### src/rtl/ball_motion_engine.sv
// ---------------------------------------------------------------------------
// ball_motion_engine
//
// Moves one ball over a rectangular quidditch field at a programmable tick
// rate. On every motion tick in PLAY it checks for hoop entry, reflects off
// the field walls and off N_PLAYERS circular players, then advances the ball
// by its (possibly updated) velocity. A serve/score state machine holds the
// ball at the serve point before play and freezes it in the hoop after a
// score.
//
// Optional feature macro: SPEEDUP_EN
//   defined   : every applied player reflection adds 1 to |vx| and |vy|,
//               saturating at MAX_SPEED; speed drops back to BASE_SPEED on
//               every serve.
//   undefined : speed stays at BASE_SPEED; MAX_SPEED has no effect.
//
// Ports
//   clk               in   system clock
//   rst_n             in   asynchronous active-low reset
//   game_initiated    in   level, starts play from IDLE
//   game_over         in   level, forces IDLE (beats game_initiated)
//   player_x/player_y in   packed unsigned player centres, 10 bits each,
//                          player i at bits [10i+9:10i]
//   x_position/y_pos  out  signed ball centre
//   ball_state        out  0 IDLE, 1 SERVE, 2 PLAY, 3 SCORED
//   hit_player        out  one-cycle pulse per player that deflected the ball
//   blue_score_pulse  out  one-cycle pulse, ball entered the top (red) goal
//   red_score_pulse   out  one-cycle pulse, ball entered the bottom (blue) goal
// ---------------------------------------------------------------------------
module ball_motion_engine #(
  parameter int POS_W         = 11,
  parameter int VEL_W         = 5,
  parameter int N_PLAYERS     = 4,
  parameter int PLAYER_RADIUS = 28,
  parameter int BALL_RADIUS   = 8,
  parameter int GOAL_RADIUS   = 40,
  parameter int TICK_DIV      = 500000,
  parameter int FIELD_LEFT    = 150,
  parameter int FIELD_RIGHT   = 660,
  parameter int FIELD_TOP     = 36,
  parameter int FIELD_BOTTOM  = 510,
  parameter int SERVE_X       = 400,
  parameter int SERVE_Y       = 275,
  parameter int GOAL_TOP_Y    = 100,
  parameter int GOAL_BOT_Y    = 450,
  parameter int GOAL_XC       = 400,
  parameter int GOAL_DX       = 100,
  parameter int BASE_SPEED    = 2,
  parameter int SERVE_DELAY   = 60,
  parameter int SCORE_HOLD    = 30,
  parameter int MAX_SPEED     = 6
) (
  input  logic                          clk,
  input  logic                          rst_n,
  input  logic                          game_initiated,
  input  logic                          game_over,
  input  logic [N_PLAYERS*10-1:0]       player_x,
  input  logic [N_PLAYERS*10-1:0]       player_y,
  output logic signed [POS_W-1:0]       x_position,
  output logic signed [POS_W-1:0]       y_position,
  output logic [1:0]                    ball_state,
  output logic [N_PLAYERS-1:0]          hit_player,
  output logic                          blue_score_pulse,
  output logic                          red_score_pulse
);

  // Differences carry one extra bit so any signed position minus any 10-bit
  // player/hoop coordinate fits; squares are taken on the magnitude.
  localparam int D_W    = POS_W + 1;
  localparam int SQ_W   = 2 * POS_W + 2;
  localparam int CNT_W  = $clog2(TICK_DIV);
  localparam int PH_MAX = (SERVE_DELAY > SCORE_HOLD) ? SERVE_DELAY : SCORE_HOLD;
  localparam int PH_W   = $clog2(PH_MAX + 1);

`ifdef SPEEDUP_EN
  localparam int SPEED_STEP = 1;
`else
  localparam int SPEED_STEP = 0;
`endif
  // Ceiling never sits below the serve speed, so with a zero step it is inert.
  localparam int SPEED_CEIL = (MAX_SPEED < BASE_SPEED) ? BASE_SPEED : MAX_SPEED;

  localparam logic signed [VEL_W-1:0] V_BASE = VEL_W'(BASE_SPEED);
  localparam logic signed [VEL_W-1:0] V_STEP = VEL_W'(SPEED_STEP);
  localparam logic signed [VEL_W-1:0] V_CEIL = VEL_W'(SPEED_CEIL);

  localparam logic signed [POS_W-1:0] SX   = POS_W'(SERVE_X);
  localparam logic signed [POS_W-1:0] SY   = POS_W'(SERVE_Y);
  localparam logic signed [POS_W-1:0] X_LO = POS_W'(FIELD_LEFT + BALL_RADIUS);
  localparam logic signed [POS_W-1:0] X_HI = POS_W'(FIELD_RIGHT - BALL_RADIUS);
  localparam logic signed [POS_W-1:0] Y_LO = POS_W'(FIELD_TOP + BALL_RADIUS);
  localparam logic signed [POS_W-1:0] Y_HI = POS_W'(FIELD_BOTTOM - BALL_RADIUS);
  localparam logic signed [POS_W-1:0] X_LO_IN = POS_W'(FIELD_LEFT + BALL_RADIUS + 1);
  localparam logic signed [POS_W-1:0] X_HI_IN = POS_W'(FIELD_RIGHT - BALL_RADIUS - 1);
  localparam logic signed [POS_W-1:0] Y_LO_IN = POS_W'(FIELD_TOP + BALL_RADIUS + 1);
  localparam logic signed [POS_W-1:0] Y_HI_IN = POS_W'(FIELD_BOTTOM - BALL_RADIUS - 1);

  localparam logic [SQ_W-1:0] GOAL_R2 =
    SQ_W'((GOAL_RADIUS - BALL_RADIUS) * (GOAL_RADIUS - BALL_RADIUS));
  localparam logic [SQ_W-1:0] CONTACT_R2 =
    SQ_W'((PLAYER_RADIUS + BALL_RADIUS) * (PLAYER_RADIUS + BALL_RADIUS));

  typedef enum logic [1:0] {
    ST_IDLE   = 2'd0,
    ST_SERVE  = 2'd1,
    ST_PLAY   = 2'd2,
    ST_SCORED = 2'd3
  } state_t;

  function automatic logic signed [D_W-1:0] sext_pos(input logic signed [POS_W-1:0] p);
    return {p[POS_W-1], p};
  endfunction

  function automatic logic signed [D_W-1:0] zext_pix(input logic [9:0] p);
    return $signed({{(D_W-10){1'b0}}, p});
  endfunction

  function automatic logic [D_W-1:0] mag_d(input logic signed [D_W-1:0] d);
    return d[D_W-1] ? $unsigned(-d) : $unsigned(d);
  endfunction

  function automatic logic [SQ_W-1:0] sq(input logic signed [D_W-1:0] d);
    logic [SQ_W-1:0] m;
    m = {{(SQ_W-D_W){1'b0}}, mag_d(d)};
    return m * m;
  endfunction

  function automatic logic signed [VEL_W-1:0] vmag(input logic signed [VEL_W-1:0] v);
    return v[VEL_W-1] ? -v : v;
  endfunction

  // Add the speed step to the magnitude, saturate, keep the sign.
  function automatic logic signed [VEL_W-1:0] vbump(input logic signed [VEL_W-1:0] v);
    logic signed [VEL_W-1:0] m;
    m = vmag(v) + V_STEP;
    if (m > V_CEIL) m = V_CEIL;
    return v[VEL_W-1] ? -m : m;
  endfunction

  function automatic logic signed [POS_W-1:0] vext(input logic signed [VEL_W-1:0] v);
    return {{(POS_W-VEL_W){v[VEL_W-1]}}, v};
  endfunction

  state_t                  state_q, state_d;
  logic [CNT_W-1:0]        cnt_q, cnt_d;
  logic [PH_W-1:0]         ph_q, ph_d;
  logic signed [POS_W-1:0] x_q, x_d, y_q, y_d;
  logic signed [VEL_W-1:0] vx_q, vx_d, vy_q, vy_d;
  logic [N_PLAYERS-1:0]    hit_q, hit_d;
  logic                    blue_q, blue_d, red_q, red_d;

  logic tick;
  assign tick = (cnt_q == CNT_W'(TICK_DIV - 1));

  // Hoop detection: hoops 0..2 form the top row, 3..5 the bottom row.
  logic [5:0] in_hoop;
  for (genvar h = 0; h < 6; h++) begin : g_hoop
    localparam logic signed [D_W-1:0] HX = D_W'(GOAL_XC + (h % 3 - 1) * GOAL_DX);
    localparam logic signed [D_W-1:0] HY = D_W'((h < 3) ? GOAL_TOP_Y : GOAL_BOT_Y);
    assign in_hoop[h] = (sq(sext_pos(x_q) - HX) + sq(sext_pos(y_q) - HY)) < GOAL_R2;
  end

  logic goal_top, goal_bot;
  assign goal_top = |in_hoop[2:0];
  assign goal_bot = |in_hoop[5:3];

  // Per-player contact geometry on the current (pre-move) position.
  logic [N_PLAYERS-1:0] contact, x_dom, dx_neg, dy_neg;
  for (genvar i = 0; i < N_PLAYERS; i++) begin : g_player
    logic signed [D_W-1:0] dx, dy;
    assign dx         = sext_pos(x_q) - zext_pix(player_x[10*i +: 10]);
    assign dy         = sext_pos(y_q) - zext_pix(player_y[10*i +: 10]);
    assign contact[i] = (sq(dx) + sq(dy)) < CONTACT_R2;
    assign x_dom[i]   = mag_d(dx) >= mag_d(dy);
    assign dx_neg[i]  = dx[D_W-1];
    assign dy_neg[i]  = dy[D_W-1];
  end

  // Wall reflection: each axis independently, so corners flip both.
  logic signed [POS_W-1:0] wx, wy;
  logic signed [VEL_W-1:0] wvx, wvy;
  always_comb begin
    wx  = x_q;
    wy  = y_q;
    wvx = vx_q;
    wvy = vy_q;
    if (x_q <= X_LO) begin
      wx  = X_LO_IN;
      wvx = vmag(vx_q);
    end else if (x_q >= X_HI) begin
      wx  = X_HI_IN;
      wvx = -vmag(vx_q);
    end
    if (y_q <= Y_LO) begin
      wy  = Y_LO_IN;
      wvy = vmag(vy_q);
    end else if (y_q >= Y_HI) begin
      wy  = Y_HI_IN;
      wvy = -vmag(vy_q);
    end
  end

  // Player reflection: lowest-index contact only. A reflection is applied
  // only when the ball is heading toward the player on the dominant axis,
  // which stops it from oscillating while still overlapping a disc.
  logic                    found, reflect;
  logic [N_PLAYERS-1:0]    hit_vec;
  logic signed [VEL_W-1:0] pvx, pvy;
  always_comb begin
    found   = 1'b0;
    reflect = 1'b0;
    hit_vec = '0;
    pvx     = wvx;
    pvy     = wvy;
    for (int i = 0; i < N_PLAYERS; i++) begin
      if (!found && contact[i]) begin
        found = 1'b1;
        if (x_dom[i]) begin
          reflect = dx_neg[i] ? (!wvx[VEL_W-1] && (wvx != '0)) : wvx[VEL_W-1];
        end else begin
          reflect = dy_neg[i] ? (!wvy[VEL_W-1] && (wvy != '0)) : wvy[VEL_W-1];
        end
        if (reflect) begin
          hit_vec[i] = 1'b1;
          if (x_dom[i]) pvx = -wvx;
          else          pvy = -wvy;
          pvx = vbump(pvx);
          pvy = vbump(pvy);
        end
      end
    end
  end

  always_comb begin
    cnt_d   = tick ? '0 : cnt_q + 1'b1;
    state_d = state_q;
    ph_d    = ph_q;
    x_d     = x_q;
    y_d     = y_q;
    vx_d    = vx_q;
    vy_d    = vy_q;
    hit_d   = '0;
    blue_d  = 1'b0;
    red_d   = 1'b0;
    if (game_over) begin
      state_d = ST_IDLE;
      x_d     = SX;
      y_d     = SY;
      vx_d    = V_BASE;
      vy_d    = V_BASE;
    end else begin
      case (state_q)
        ST_IDLE: begin
          if (game_initiated) begin
            state_d = ST_SERVE;
            ph_d    = '0;
          end
        end
        ST_SERVE: begin
          x_d = SX;
          y_d = SY;
          if (tick) begin
            if (ph_q == PH_W'(SERVE_DELAY - 1)) begin
              state_d = ST_PLAY;
              ph_d    = '0;
            end else begin
              ph_d = ph_q + 1'b1;
            end
          end
        end
        ST_PLAY: begin
          if (tick) begin
            if (goal_top || goal_bot) begin
              // Ball freezes in the hoop; the serve velocity is fixed now.
              blue_d  = goal_top;
              red_d   = !goal_top;
              state_d = ST_SCORED;
              ph_d    = '0;
              vx_d    = vx_q[VEL_W-1] ? -V_BASE : V_BASE;
              vy_d    = goal_top ? V_BASE : -V_BASE;
            end else begin
              x_d   = wx + vext(pvx);
              y_d   = wy + vext(pvy);
              vx_d  = pvx;
              vy_d  = pvy;
              hit_d = hit_vec;
            end
          end
        end
        ST_SCORED: begin
          if (tick) begin
            if (ph_q == PH_W'(SCORE_HOLD - 1)) begin
              state_d = ST_SERVE;
              ph_d    = '0;
              x_d     = SX;
              y_d     = SY;
            end else begin
              ph_d = ph_q + 1'b1;
            end
          end
        end
        default: state_d = ST_IDLE;
      endcase
    end
  end

  always_ff @(posedge clk or negedge rst_n) begin
    if (!rst_n) begin
      state_q <= ST_IDLE;
      cnt_q   <= '0;
      ph_q    <= '0;
      x_q     <= SX;
      y_q     <= SY;
      vx_q    <= V_BASE;
      vy_q    <= V_BASE;
      hit_q   <= '0;
      blue_q  <= 1'b0;
      red_q   <= 1'b0;
    end else begin
      state_q <= state_d;
      cnt_q   <= cnt_d;
      ph_q    <= ph_d;
      x_q     <= x_d;
      y_q     <= y_d;
      vx_q    <= vx_d;
      vy_q    <= vy_d;
      hit_q   <= hit_d;
      blue_q  <= blue_d;
      red_q   <= red_d;
    end
  end

  assign x_position       = x_q;
  assign y_position       = y_q;
  assign ball_state       = state_q;
  assign hit_player       = hit_q;
  assign blue_score_pulse = blue_q;
  assign red_score_pulse  = red_q;

endmodule

### config.mk
export PLATFORM = sky130hd
export DESIGN_NAME = ball_motion_engine
export DESIGN_NICKNAME = d
export VERILOG_FILES = /design/src/rtl/ball_motion_engine.sv
export SDC_FILE = /design/constraint.sdc
export NUM_CORES = 2
export LEC_CHECK = 0
export ABC_AREA = 1
export BUFFER_PORTS_ARGS = -buffer_cell sky130_fd_sc_hd__buf_4
export CAP_MARGIN = 20
export CORE_MARGIN = 8
export CORE_UTILIZATION = 60
export DETAILED_ROUTE_END_ITERATION = 8
export PLACE_DENSITY = 0.78
export SLEW_MARGIN = 20
export SYNTH_ARGS = -nofsm -noshare
export SYNTH_HDL_FRONTEND = slang
export SYNTH_SLANG_ARGS = --single-unit
### constraint.sdc
create_clock -name clk -period 44.4 [get_ports clk]
set_clock_uncertainty 0.2 [all_clocks]
set_input_delay 4.44 -clock clk [delete_from_list [all_inputs] [get_ports clk]]
set_output_delay 4.44 -clock clk [all_outputs]
set_load 0.02 [all_outputs]
# == Word-level counts from Yosys, hierarchy flattened ==
# Cells that the tools add are included.
# word_totals
reg_bits,65
inputBits,84
out_inout_bits,30
elab_cells,337
# classes
n_addsub,62
n_mul,13
magnitude_cmp,26
n_eq_ne,19
mux,182
bitwise,1
reduce_logical,24
# op_table
op,count
2-to-1 mux 5 bit,96
multiplier 12 x 12 -> 24 bit,13
adder 24 bit,10
< comparator 24 x 11 -> 1 bit (second input constant),10
2-to-1 mux 12 bit,13
negation 12 bit,13
2-to-1 mux 11 bit,14
negation 5 bit,22
subtractor 11 x 11 -> 12 bit,8
case mux 11 bit (3 select lines),2
greater-or-equal comparator 12 bit,4
subtractor 11 x 10 -> 12 bit (second input constant),4
2-to-1 mux 6 bit,7
greater-than comparator 5 x 4 -> 1 bit (second input constant),8
2-to-1 mux 1 bit,35
inequality test 3 bit (second input constant),8
case mux 6 bit (4 select lines),1
adder 11 x 5 -> 11 bit,2
adder 19 x 1 -> 19 bit (second input constant),1
== test 19 bit (second input constant),1
2-to-1 mux 19 bit,1
2-to-1 mux 2 bit,8
2-to-1 mux 4 bit,4
subtractor 11 x 8 -> 12 bit (second input constant),1
24 further kinds,41

# == Logic depth before layout (Yosys ltp) ==
# depth
ltp_word,66
depth_mapped,124
depth_no_buf,123

# == Least setup slack after synthesis ==
# No wires, ideal clock.
# synth_timing
path_kind,input port to flip-flop
startpoint,in player_x[0]
endpoint,"reg x_q[9], in the netlist x_position[9]"
setup_time_ns,0.095
arrival_time_ns,19.360
t_required_ns,44.105
slack_ns,24.744
stages,105
path_buffers,1
cell_sequence,ha_1 -> inv_1 -> fa_1 -> nand3_1 -> nand2_1 -> a21oi_1 -> o21bai_1 -> a21oi_1 -> inv_1 -> a21oi_1 -> nor2_1 -> o21ai_0 -> nand2_1 -> xor2_1 -> or2_2 -> nand2_1 -> clkbuf_1 -> inv_1 -> (+69 left out) -> o21bai_1 -> ha_1 -> a21oi_1 -> inv_1 -> a31oi_1 -> nor2_1 -> nor2_1 -> o21ai_0 -> and2_1 -> nor2_1 -> nor2_1 -> nor2_1 -> inv_1 -> a21oi_1 -> nor2_1 -> nor2_1 -> xor2_1 -> o31ai_1
# synth_via
elab_chain_len,61
word_cells_on_any_way,76
classes_between,12 x add/sub; 1 x mul; 6 x order compare; 51 x mux; 6 x reduce/logical
# synth_lines
element,line,text
from (decl),57,"input logic [N_PLAYERS*10-1:0] player_x,"
subtractor 11 x 11 -> 12 bit *,171,assign dx = sext_pos(x_q) - zext_pix(player_x[10*i +: 10]);
"parallel branches: the longest is 54 deep, another holds multiplier 12 x 12 -> 24 bit",--,
2-to-1 mux 5 bit *,216,if (!found && contact[i]) begin
adder 11 x 5 -> 11 bit *,282,x_d = wx + vext(pvx);
2-to-1 mux 11 bit *,273,if (goal_top || goal_bot) begin
2-to-1 mux 11 bit *,272,if (tick) begin
case mux 11 bit (3 select lines) *,252,case (state_q)
2-to-1 mux 11 bit *,245,if (game_over) begin
to (signal assigned),312,x_q <= SX;
to (signal assigned),323,x_q <= x_d;
to (decl),147,"logic signed [POS_W-1:0] x_q, x_d, y_q, y_d;"
# Mark *: on every way between the ends. The select of a mux whose other input is x is not followed.
# A chain may end at the register's enable or synchronous reset.

# == Worst setup path in the final report ==
# layout_timing
startpoint,in player_x[2]
endpoint,"reg y_q[10], in the netlist y_position[10]"
# layout_via
elab_chain_len,61
word_cells_on_any_way,76
classes_between,12 x add/sub; 1 x mul; 6 x order compare; 51 x mux; 6 x reduce/logical
# layout_lines
element,line,text
subtractor 11 x 11 -> 12 bit *,171,
"parallel branches: the longest is 54 deep, another holds multiplier 12 x 12 -> 24 bit",--,
2-to-1 mux 5 bit *,216,
adder 11 x 5 -> 11 bit *,283,y_d = wy + vext(pvy);
2-to-1 mux 11 bit *,273,
2-to-1 mux 11 bit *,272,
case mux 11 bit (3 select lines) *,252,
2-to-1 mux 11 bit *,245,
to (signal assigned),324,y_q <= y_d;
to (decl),147,
# Marks and branches as above.

==> flow_metrics.tcl <==
set metrics [dict create \
    status "finished clean" \
    path_class "input pin to flop" \
    mostFrequentLayoutCells "2188 x inv_1, 1195 x fa_1, 1056 x nand2_1" \
    ioPinCount 114 \
    drive_above_1_share 0.0455 \
    max_stage_delay_ns 0.77 \
    async_flop_share 1.00 \
    fin_crit_sh 0.494 \
    grt_overflow 0 \
    period_needed_ns 21.91 \
    cp_data_required_time_ns 44.44 \
    via_per_inst 5.40 \
    grt_antenna_before_repair 6 \
    cts_resized 0 \
    ctsHoldBuffers 0 \
    htree_levels 3 \
    setup_viol 0 \
    wire_per_inst_um 17.3 \
    final_cells 10224 \
    fp.dieH_um 350 \
    clock_latency_ns 0.35 \
    rows 122 \
    synth_warnings 0 \
    ant_nets 0 \
    vias 55191 \
    ctsRootBufferMaster "clkbuf_16" \
    cp_max_fo 14 \
    routed_wl_um 177000 \
    crit_end "y_position[10]$_DFFE_PN0P_" \
    start_util 0.605 \
    final_common_cell "inv_1" \
    grt_pass1_wl_um 293000 \
    crit_arrival_ns 21.95 \
    port_buffers 113 \
    ys_ff_latch 65 \
    grt_max_degree 66 \
    rsz0062_at_grt "false" \
    yosysSeqAreaShare 0.0245 \
    postSynth.topFlopCell "dfrtp_1" \
    max_slew.worst_pin.slew_ns 1.19 \
    ys_types 75 \
    die-area_um2 123000 \
    cts_buffer_depth 2 \
    gp_congestion 0.951 \
    area_growth_pct 5.51 \
    grt_use_total 0.295 \
    nNetsFinal 11017 \
    synth_cells 8507 \
    start_kind "input pin" \
    r2r_setup_slack_ns 25.50 \
    r2r_end "y_position[10]$_DFFE_PN0P_" \
    fp.coreArea_um2 111000 \
    drc_errors 0 \
    synth_area_um2 67000 \
    rr_startpoint "x_position[0]$_DFFE_PN0P_" \
    grt_pass1_vias 58634 \
    die_x_um 350 \
    crit_top_cell "inv_1" \
    r2r_cells 106 \
    clock_sink_count 65 \
    maxCapViolations 0 \
    hold_class "flop to flop" \
    clock.fmax_mhz 45.6 \
    tns_ns 0 \
    endpoint_kind "flop" \
    max-slew-margin-rel 0.203 \
    finalMaxSlewViolations 0 \
    syn_avg_cell_area_um2 7.87 \
    crit_start "player_x[2]" \
    dp_hpwl_um 154000 \
    synth_edf_count 0 \
    final_hold_viol_count 0 \
    cts_tree "built" \
    dp_cells 10200 \
    cts_made_buffers 9 \
    drtIter0Drc 3581 \
    cts.clk_slew.worst_paths_ns 0.06 \
    dr.pass1.iters 6 \
    cts_setup_buffers 0 \
    slowest_stage "xor2_1" \
]
==> worst max-delay path: cells and delay by family <==
kind | cells | cell delay, ns
AO/OA/AOI/OAI | 18 | 2.94
adder cells (fa/ha/maj) | 19 | 6.43
AND/OR/NAND/NOR | 44 | 5.22
buffers and inverters | 21 | 1.99
XOR/XNOR | 2 | 0.92
==> final cells by class <==
cell class                      count  area [um2]
Fill cell                        9422       40000
Sequential cell                    65        1640
Tap cell                         1488        1860
Clock inverter                      6         113
Timing Repair Buffer              177        1330
Antenna cell                        8        20.0
Multi-Input combinational cell   6223       57000
Clock buffer                       10         239
Inverter                         2247        8440
==> layer usage <==
layer	up-vias	part of all wire	track usage	wire [um]
li1	26110	-	-	-
met3	478	0.085	0.0518	15000
met5	-	0.00045	0	80
met4	10	0.051	0.127	9120
met1	26582	0.40	0.377	70800
met2	2011	0.46	0.493	82200
==> synth_stat cells, types with 9 or more instances <==
cell type  instances  share of area
clkinv_1          30         0.0017
nand4_1           54         0.0050
dfstp_2            9         0.0035
o211ai_1          13         0.0015
fa_1            1195           0.36
inv_1           2189           0.12
nand3b_1          26         0.0029
nor2_1           947          0.053
o21ai_0          156          0.012
nand2_1         1056          0.059
nor4_1            12         0.0011
o31ai_1           18         0.0020
nand2_2           50         0.0047
buf_2             14         0.0010
ha_1            1015           0.19
xor2_1           332          0.043
and2_1            11         0.0010
o21bai_1          79         0.0089
a21o_1            39         0.0044
or2_2             45         0.0042
xnor2_1          115          0.015
nand3_2           23         0.0034
clkbuf_1          87         0.0049
inv_2             27         0.0015
o21ai_1           42         0.0031
nand3_1          307          0.023
a211oi_1           9         0.0010
a21oi_1          372          0.028
a31oi_1           15         0.0014
dfrtp_1           56          0.021
nor3_1            59         0.0044
==> per-stage QoR <==
step                      worst slack [ns]  hold WS, ns   util  area, um2
after floorplan                      24.74        0.255      -      67500
after detailed placement             22.34        0.285  0.635      70200
after global placement               22.55        0.272  0.635      70200
final                                22.49        0.292  0.638      70600
after global routing                 20.90        0.306  0.638      70600
after CTS                            22.56        0.293  0.638      70600
==> worst min-delay path by stage <==
stage | start | end | slack (ns) | depth (start not counted)
after floorplan | cnt_q[0]$_DFF_PN0_ | cnt_q[0]$_DFF_PN0_ | 0.26 | 1
after global placement | cnt_q[0]$_DFF_PN0_ | cnt_q[0]$_DFF_PN0_ | 0.27 | 1
after detailed placement | cnt_q[0]$_DFF_PN0_ | cnt_q[0]$_DFF_PN0_ | 0.29 | 1
after CTS | cnt_q[0]$_DFF_PN0_ | cnt_q[0]$_DFF_PN0_ | 0.29 | 1
after global routing | cnt_q[0]$_DFF_PN0_ | cnt_q[0]$_DFF_PN0_ | 0.31 | 1
final | cnt_q[0]$_DFF_PN0_ | cnt_q[0]$_DFF_PN0_ | 0.29 | 1
==> logic make-up (layout without fill, tap and decap cells) <==
logic type	count (synthesis)	after routing	synth area share
fa+ha+maj	2210	2210	0.547
buf+inv	2356	2440	0.133
other cells	2	147	0.000112
simple gates	2623	2623	0.167
compound gates	802	802	0.0702
xor+xnor	449	449	0.0590
flops	65	65	0.0245
==> sequential cells by signal (all words and copies together) (netlist names) <==
signal / count
blue_score_pulse: 1
hit_player: 4
red_score_pulse: 1
ph_q: 6
y_position: 11
vx_q: 5
vy_q: 5
cnt_q: 19
x_position: 11
ball_state: 2
Power is not shown: default switching activity piles up to over one toggle a cycle in this logic, so the estimate is an artifact.
